--- src/rtl/ifetch_ctrl.sv ---
// Program counter and fetch sequencer: holds, multi-cycle stalls, ecall halt
// with debounced resume, alignment fault trap and retired-fetch counter.
module ifetch_ctrl #(
    parameter int                    PC_WIDTH        = 16,
    parameter logic [PC_WIDTH-1:0]   RESET_PC        = '0,
    parameter int                    ALIGN_BITS      = 2,
    parameter int                    STALL_W         = 4,
    parameter int                    DEBOUNCE_CYCLES = 4,
    parameter int                    COUNT_W         = 32
) (
    input  logic                clock,
    input  logic                reset,
    input  logic [PC_WIDTH-1:0] target_pc,
    input  logic                stall_req,
    input  logic [STALL_W-1:0]  stall_cycles,
    input  logic                ecall,
    input  logic                continue_button,
    output logic [PC_WIDTH-1:0] pc,
    output logic [PC_WIDTH-1:0] pc_prev,
    output logic                stalled,
    output logic                halted,
    output logic                fault,
    output logic [COUNT_W-1:0]  fetch_count
);
    typedef enum logic [1:0] {RUN, STALL, HALT, FAULT} state_t;

    localparam int DB_W = $clog2(DEBOUNCE_CYCLES + 1);
    // Mask form keeps ALIGN_BITS = 0 legal (mask is zero, check disabled).
    localparam logic [PC_WIDTH-1:0] ALIGN_MASK =
        PC_WIDTH'((64'(1) << ALIGN_BITS) - 64'(1));

    state_t              state, state_nxt;
    logic [STALL_W-1:0]  cnt, cnt_nxt;
    logic [PC_WIDTH-1:0] pc_nxt;
    logic [COUNT_W-1:0]  fc_nxt;
    logic                db, db_prev;
    logic [DB_W-1:0]     db_cnt;
    logic                load, misaligned, release_evt;

    assign misaligned  = |(target_pc & ALIGN_MASK);
    assign release_evt = db_prev & ~db;

    always_comb begin
        state_nxt = state;
        cnt_nxt   = cnt;
        pc_nxt    = pc;
        fc_nxt    = fetch_count;
        load      = 1'b0;
        case (state)
            RUN: begin
                if (stall_req) begin
                    cnt_nxt   = stall_cycles;
                    state_nxt = STALL;
                end else if (ecall) begin
                    state_nxt = HALT;
                end else begin
                    load = 1'b1;
                end
            end
            STALL: begin
                if (cnt == '0) load = 1'b1;
                else           cnt_nxt = cnt - 1'b1;
            end
            HALT:    load = release_evt;
            default: ;
        endcase
        if (load) begin
            if (misaligned) begin
                state_nxt = FAULT;
            end else begin
                pc_nxt    = target_pc;
                fc_nxt    = fetch_count + 1'b1;
                state_nxt = RUN;
            end
        end
    end

    always_ff @(negedge clock) begin
        if (reset) begin
            state       <= RUN;
            cnt         <= '0;
            pc          <= RESET_PC;
            pc_prev     <= RESET_PC;
            fetch_count <= '0;
            stalled     <= 1'b0;
            halted      <= 1'b0;
            fault       <= 1'b0;
            db          <= 1'b0;
            db_prev     <= 1'b0;
            db_cnt      <= '0;
        end else begin
            state       <= state_nxt;
            cnt         <= cnt_nxt;
            pc          <= pc_nxt;
            pc_prev     <= pc;
            fetch_count <= fc_nxt;
            stalled     <= (state_nxt == STALL);
            halted      <= (state_nxt == HALT);
            fault       <= (state_nxt == FAULT);
            db_prev     <= db;
            // db follows the raw button only after an unbroken run of differing samples
            if (continue_button != db) begin
                if (db_cnt == DB_W'(DEBOUNCE_CYCLES - 1)) begin
                    db     <= continue_button;
                    db_cnt <= '0;
                end else begin
                    db_cnt <= db_cnt + 1'b1;
                end
            end else begin
                db_cnt <= '0;
            end
        end
    end
endmodule
--- config.mk ---
export PLATFORM = sky130hd
export DESIGN_NAME = ifetch_ctrl
export DESIGN_NICKNAME = d
export VERILOG_FILES = /design/src/rtl/ifetch_ctrl.sv
export SDC_FILE = /design/constraint.sdc
export NUM_CORES = 1
export LEC_CHECK = 0
export ABC_AREA = 1
export CAP_MARGIN = 5
export CELL_PAD_IN_SITES_DETAIL_PLACEMENT = 1
export CELL_PAD_IN_SITES_GLOBAL_PLACEMENT = 1
export CORE_MARGIN = 5
export CORE_UTILIZATION = 34
export DETAILED_ROUTE_END_ITERATION = 7
export PLACE_DENSITY = 0.83
export SYNTH_ARGS = -nofsm -noshare
export SYNTH_HDL_FRONTEND = slang
export SYNTH_SLANG_ARGS = --single-unit
--- constraint.sdc ---
create_clock -name clock -period 1.6 [get_ports clock]
set_input_delay 0.32 -clock clock [delete_from_list [all_inputs] [get_ports clock]]
set_output_delay 0.32 -clock clock [all_outputs]
set_load 0.01 [all_outputs]
==> results of run 1 <==
==> per-stage QoR <==
| step | hold slack (ns) | cell area, um^2 |
|---|---|---|
| 4_1_cts | 0.4563 | 6666 |
| 3_5_place_dp | 0.4237 | 5146 |
| 3_3_place_gp | 0.4088 | 5146 |
| 2_1_floorplan | 0.3992 | 3627 |
==> cell families after synthesis <==
| family | share of synthesized area [%] |
|---|---|
| adder cells (fa/ha/maj) | 1.821 |
| AO/OA/AOI/OAI | 10.53 |
| multiplexers | 0.2915 |
| flip-flops | 45.46 |
| XOR/XNOR | 2.040 |
| AND/OR/NAND/NOR | 30.97 |
| buffers and inverters | 8.889 |
==> what timing repair did <==
item | 4_1_cts
buffers inserted | 32
resized for setup | 540
endpoints found under the setup margin | 145
pin swaps | 58
cloned | 8
==> impl_metrics.sql, run 1 <==
INSERT INTO impl_metrics (metric_group, metric, value, unit) VALUES
('placed_design', 'dp_cells', '750', ''),
('logic_synthesis', 'synthMostInstantiatedCell', 'sky130_fd_sc_hd__nor2_1', ''),
('placed_design', 'place_worst_setup_slack', '-1.142', 'ns'),
('timing', 'worst_endpoint_kind', 'primary output', ''),
('status', 'status', 'aborted with a tool error', ''),
('logic_synthesis', 'top_cells_by_area_synth', 'sky130_fd_sc_hd__dfxtp_1, sky130_fd_sc_hd__nor2_1, sky130_fd_sc_hd__nand2_1', ''),
('floorplan', 'dieWidth', '110.5', 'um'),
('cts', 'htree_num_levels', '3', ''),
('logic_synthesis', 'synth_top_area_share', '45.46', '%'),
('floorplan', 'boundaryPins', '92', ''),
('logic_synthesis', 'post_synth_num_cell_types', '34', ''),
('timing', 'grt_repair_worst_endpoint', 'pc[7]', ''),
('logic_synthesis', 'synthCells', '475', ''),
('logic_synthesis', 'ys_seq_elements', '78', ''),
('logic_synthesis', 'netlist_top_cells_count', 'sky130_fd_sc_hd__nor2_1, sky130_fd_sc_hd__nand2_1, sky130_fd_sc_hd__dfxtp_1', ''),
('status', 'error_line', '[ERROR DPL-0033] detailed placement checks failed during check placement.', ''),
('grt', 'antenna_found_initial', '3', ''),
('logic_synthesis', 'syn-cell-area', '3435', 'um^2'),
('placed_design', 'post-dp-hpwl', '9374', 'um'),
('cts', 'cts.path.max_buffers', '2', ''),
('logic_synthesis', 'synth-seq-area-share', '45.46', '%'),
('placed_design', 'globalplace.congestion', '0.8667', ''),
('logic_synthesis', 'synth_fp_nets', '505', ''),
('floorplan', 'die-height', '110.5', 'um'),
('grt', 'grt_start_max_net_pins', '25', ''),
('status', 'lastStage', '5_1_grt', ''),
('cts', 'cts.root.buffer_cell', 'sky130_fd_sc_hd__clkbuf_8', ''),
('logic_synthesis', 'yosysTopAreaCell', 'sky130_fd_sc_hd__dfxtp_1', ''),
('cts', 'holdBufCountCts', '0', ''),
('logic_synthesis', 'synth_async_sr_flop_share', '0', '%'),
('logic_synthesis', 'synth.avg_cell_area', '7.231', 'um^2'),
('cts', 'clock_sink_count', '78', ''),
('floorplan', 'num_rows', '36', ''),
('logic_synthesis', 'yosys_most_used_dff', 'sky130_fd_sc_hd__dfxtp_1', ''),
('logic_synthesis', 'synth_edf_count', '0', ''),
('floorplan', 'floorplan.initialDensity', '34.98', '%'),
('cts', 'total_clock_buffers_created_by_cts', '9', ''),
('placed_design', 'port-buffer-count', '91', ''),
('logic_synthesis', 'synth.yosys.warnings', '0', '');
==> run 2, diff against run 1 <==
Settings changed: CELL_PAD_IN_SITES_DETAIL_PLACEMENT 1 to not set, CELL_PAD_IN_SITES_GLOBAL_PLACEMENT 1 to not set, CORE_UTILIZATION 34 to 20, PLACE_DENSITY 0.83 to not set, PLACE_DENSITY_LB_ADDON set to 0.15.
==> impl_metrics.sql, run 2 <==
INSERT INTO impl_metrics (metric_group, metric, value, unit) VALUES
('layout', 'layout-area-overhead-vs-synth', '103.2', '%'),
('power', 'clock_power_share', '43.0', '%'),
('logic_synthesis', 'post_synth_num_cell_types', '34', ''),
('grt', 'grt_pass1_wl', '20960', 'um'),
('floorplan', 'num_rows', '48', ''),
('critical_path', 'critical-path-max-stage-delay', '0.35', 'ns'),
('critical_path', 'timing.critical_path.arrival', '1.67', 'ns'),
('cts', 'clock_sink_count', '78', ''),
('layout', 'layout_commonest_cell', 'sky130_fd_sc_hd__inv_1', ''),
('critical_path', 'crit_path_max_fanout', '2', ''),
('logic_synthesis', 'synth.avg_cell_area', '7.231', 'um^2'),
('cts', 'total_clock_buffers_created_by_cts', '9', ''),
('critical_path', 'critical_path.top_delay_family', 'flip-flops', ''),
('logic_synthesis', 'synth_async_sr_flop_share', '0', '%'),
('grt', 'gr-usage-all-layers', '13.21', '%'),
('grt', 'antenna_found_initial', '1', ''),
('layout', 'top_regs', 'fetch_count: 32 flops, pc: 16 flops, pc_prev: 16 flops', ''),
('route', 'finalWirelength', '12860', 'um'),
('cts', 'cts.reportedPaths.clkPinSlew', '0.03', 'ns'),
('cts', 'worst_skew_pair.late_latency', '0.42', 'ns'),
('floorplan', 'floorplan.initialDensity', '20.14', '%'),
('logic_synthesis', 'ys_seq_elements', '78', ''),
('layout', 'largest_register_ff_count', '32', ''),
('timing', 'worst_slack', '-0.3923', 'ns'),
('floorplan', 'dieWidth', '141.0', 'um'),
('timing', 'report.final.slew_viol_count', '0', ''),
('critical_path', 'crit_slowest_cell', 'sky130_fd_sc_hd__dfxtp_2', ''),
('grt', 'grt_overflow_total', '0', ''),
('logic_synthesis', 'synth_fp_nets', '505', ''),
('logic_synthesis', 'synth-seq-area-share', '45.46', '%'),
('route', 'post_drt_wl_per_cell', '13.06', 'um'),
('status', 'violations_in_the_final_reports', 'setup timing', ''),
('status', 'status', 'finished with violations', ''),
('layout', 'layout.cells.most_common_list', 'sky130_fd_sc_hd__inv_1, sky130_fd_sc_hd__nor2_1, sky130_fd_sc_hd__buf_6', ''),
('layout', 'largest-register', 'fetch_count', ''),
('critical_path', 'crit_cells', '1', ''),
('route', 'drt_drc_violations_left', '0', ''),
('cts', 'htree_num_levels', '3', ''),
('logic_synthesis', 'synth_top_area_share', '45.46', '%'),
('power', 'p_int', '4.345', 'mW'),
('route', 'drtIter0Drc', '169', ''),
('flow_run', 'number_of_max_cap_violations', '0', ''),
('critical_path', 'cp_num_buf_inv', '1', ''),
('grt', 'vias_in_the_first_global_route', '4447', ''),
('cts', 'cts.path.max_buffers', '2', ''),
('timing', 'rsz0062_at_grt', 'true', ''),
('logic_synthesis', 'synthCells', '475', ''),
('route', 'drt-pass1-iter-count', '4', ''),
('timing', 'relative_slew_slack', '68.38', '%'),
('layout', 'fillerInstances', '1748', ''),
('logic_synthesis', 'synth_edf_count', '0', ''),
('power', 'power_per_cell_area', '965.6', 'nW/um^2'),
('floorplan', 'design.core.area', '17060', 'um^2'),
('floorplan', 'die-height', '141.0', 'um'),
('route', 'via_count', '4159', ''),
('critical_path', 'rrSetupSlack', '-0.14', 'ns'),
('placed_design', 'dp_cells', '842', ''),
('critical_path', 'critical_path.endpoint', 'fetch_count[14]', ''),
('layout', 'post-route-util', '40.92', '%'),
('timing', 'timing_worst_slew_pin_value', '0.4707', 'ns'),
('logic_synthesis', 'yosys_most_used_dff', 'sky130_fd_sc_hd__dfxtp_1', ''),
('placed_design', 'globalplace.congestion', '0.8388', ''),
('placed_design', 'port-buffer-count', '91', ''),
('power', 'seq_power_share', '32.1', '%'),
('critical_path', 'setup.worst_path.end_class', 'output pin', ''),
('floorplan', 'boundaryPins', '92', ''),
('timing', 'endpoints_failing_hold', '0', ''),
('grt', 'grt_start_max_net_pins', '18', ''),
('cts', 'tritoncts', 'built', ''),
('power', 'leakage', '3.204', 'nW'),
('power', 'comb_power_share', '24.9', '%'),
('logic_synthesis', 'netlist_top_cells_count', 'sky130_fd_sc_hd__nor2_1, sky130_fd_sc_hd__nand2_1, sky130_fd_sc_hd__dfxtp_1', ''),
('layout', 'drive_gt1_share', '49.01', '%'),
('timing', 'clock_skew', '0.01822', 'ns'),
('logic_synthesis', 'top_cells_by_area_synth', 'sky130_fd_sc_hd__dfxtp_1, sky130_fd_sc_hd__nor2_1, sky130_fd_sc_hd__nand2_1', ''),
('power', 'post-layout-total-power', '6.739', 'mW'),
('min_path', 'holdCritPathClass', 'flop to flop', ''),
('logic_synthesis', 'syn-cell-area', '3435', 'um^2'),
('timing', 'setup-violations-final', '119', ''),
('route', 'antenna_left', '0', ''),
('critical_path', 'regToRegEndpoint', 'fetch_count[14]', ''),
('critical_path', 'worst_setup_path_start_kind', 'flop', ''),
('cts', 'cts.root.buffer_cell', 'sky130_fd_sc_hd__clkbuf_16', ''),
('logic_synthesis', 'yosysTopAreaCell', 'sky130_fd_sc_hd__dfxtp_1', ''),
('critical_path', 'crit_required', '1.28', 'ns'),
('placed_design', 'post-dp-hpwl', '8267', 'um'),
('route', 'via_per_inst', '4.222', ''),
('power', 'ir_worst_vdd', '0.6318', 'mV'),
('critical_path', 'reg2regPathDepth', '10', ''),
('floorplan', 'floorplan.die_area', '19890', 'um^2'),
('critical_path', 'crit_chain', 'buf_6', ''),
('critical_path', 'setup.worst_path.start', 'fetch_count[14]', ''),
('logic_synthesis', 'synthMostInstantiatedCell', 'sky130_fd_sc_hd__nor2_1', ''),
('power', 'power.switching_fraction', '35.53', '%'),
('power', 'net_sw_power', '2.394', 'mW'),
('critical_path', 'criticalPathCategory', 'flop to output pin', ''),
('logic_synthesis', 'synth.yosys.warnings', '0', ''),
('layout', 'post_layout_nonfiller_instances', '985', ''),
('critical_path', 'critical_path.reg2reg.startpoint', 'cnt[0]', ''),
('layout', 'num-nets-final', '784', '');
[run 2: power by group through the flow]
stage          Clock (mW)  Sequential [mW]  Combinational (mW)
2_1_floorplan       0.299             2.19               0.578
3_3_place_gp        0.299             2.16                1.05
3_5_place_dp        0.299             2.16                1.06
4_1_cts              3.05             2.15                1.67
5_1_grt              3.28             2.18                1.81
6_report             2.89             2.16                1.68
[run 2: worst min-delay path by stage]
stage / startpoint / endpoint / slack, ns / depth (start not counted)
global placement: db_cnt[0] / db_cnt[0] / 0.41 / 1
floorplan: db_cnt[0] / db_cnt[0] / 0.40 / 1
finish: db_cnt[0] / db_cnt[0] / 0.42 / 1
CTS: db_cnt[0] / db_cnt[0] / 0.43 / 1
detailed placement: db_cnt[0] / db_cnt[0] / 0.42 / 1
global route: db_cnt[0] / db_cnt[0] / 0.45 / 1
[run 2: timing repair]
item / in CTS / in global routing
gates cloned: 8 / 1
setup endpoints to repair: 144 / 126
resized for setup: 482 / 90
hold buffers: 0 / 0
setup buffers: 40 / 19
pin swaps: 49 / 62
[run 2: logic make-up after synthesis]
kind of cell / count (synthesis) / share of synthesized area (%)
simple gates: 241 / 30.97
compound gates: 67 / 10.53
mux: 1 / 0.2915
xor+xnor: 8 / 2.040
fa+ha+maj: 5 / 1.821
buf+inv: 75 / 8.889
flops: 78 / 45.46
[run 2: per-layer routing]
layer  GRT usage (%)  vias up  routed length [um]
li1                -     2090                   -
met1           14.56     1919                5442
met2           20.61      125                6096
met3           6.716       25                1030
met4           7.343        0                 291
met5               0        -                   0
[run 2: final cells by class]
type / instances / area, um^2 / share of cell area, %
antenna: 1 / 2.502 / 0.03586
timing repair buffer: 204 / 2107 / 30.19
sequential: 78 / 1640 / 23.50
multi-input combinational: 323 / 2082 / 29.83
clock buffer: 9 / 225.2 / 3.227
clock inverter: 85 / 369.1 / 5.289
tap: 225 / 281.5 / 4.034
inverter: 60 / 271.5 / 3.890
[run 2: metrics by stage]
step                worst slack, ns  cell area, um^2  TNS, ns  hold WS, ns
finish                      -0.3923             6979   -31.71       0.4166
global placement             -1.065             5261   -90.47       0.4087
global route                -0.4296             6979   -37.15       0.4461
CTS                         -0.4183             6780   -36.84       0.4253
floorplan                   -0.3132             3627   -13.23       0.3992
detailed placement           -1.084             5261   -91.55       0.4204
(Power assumes the default switching activity.)
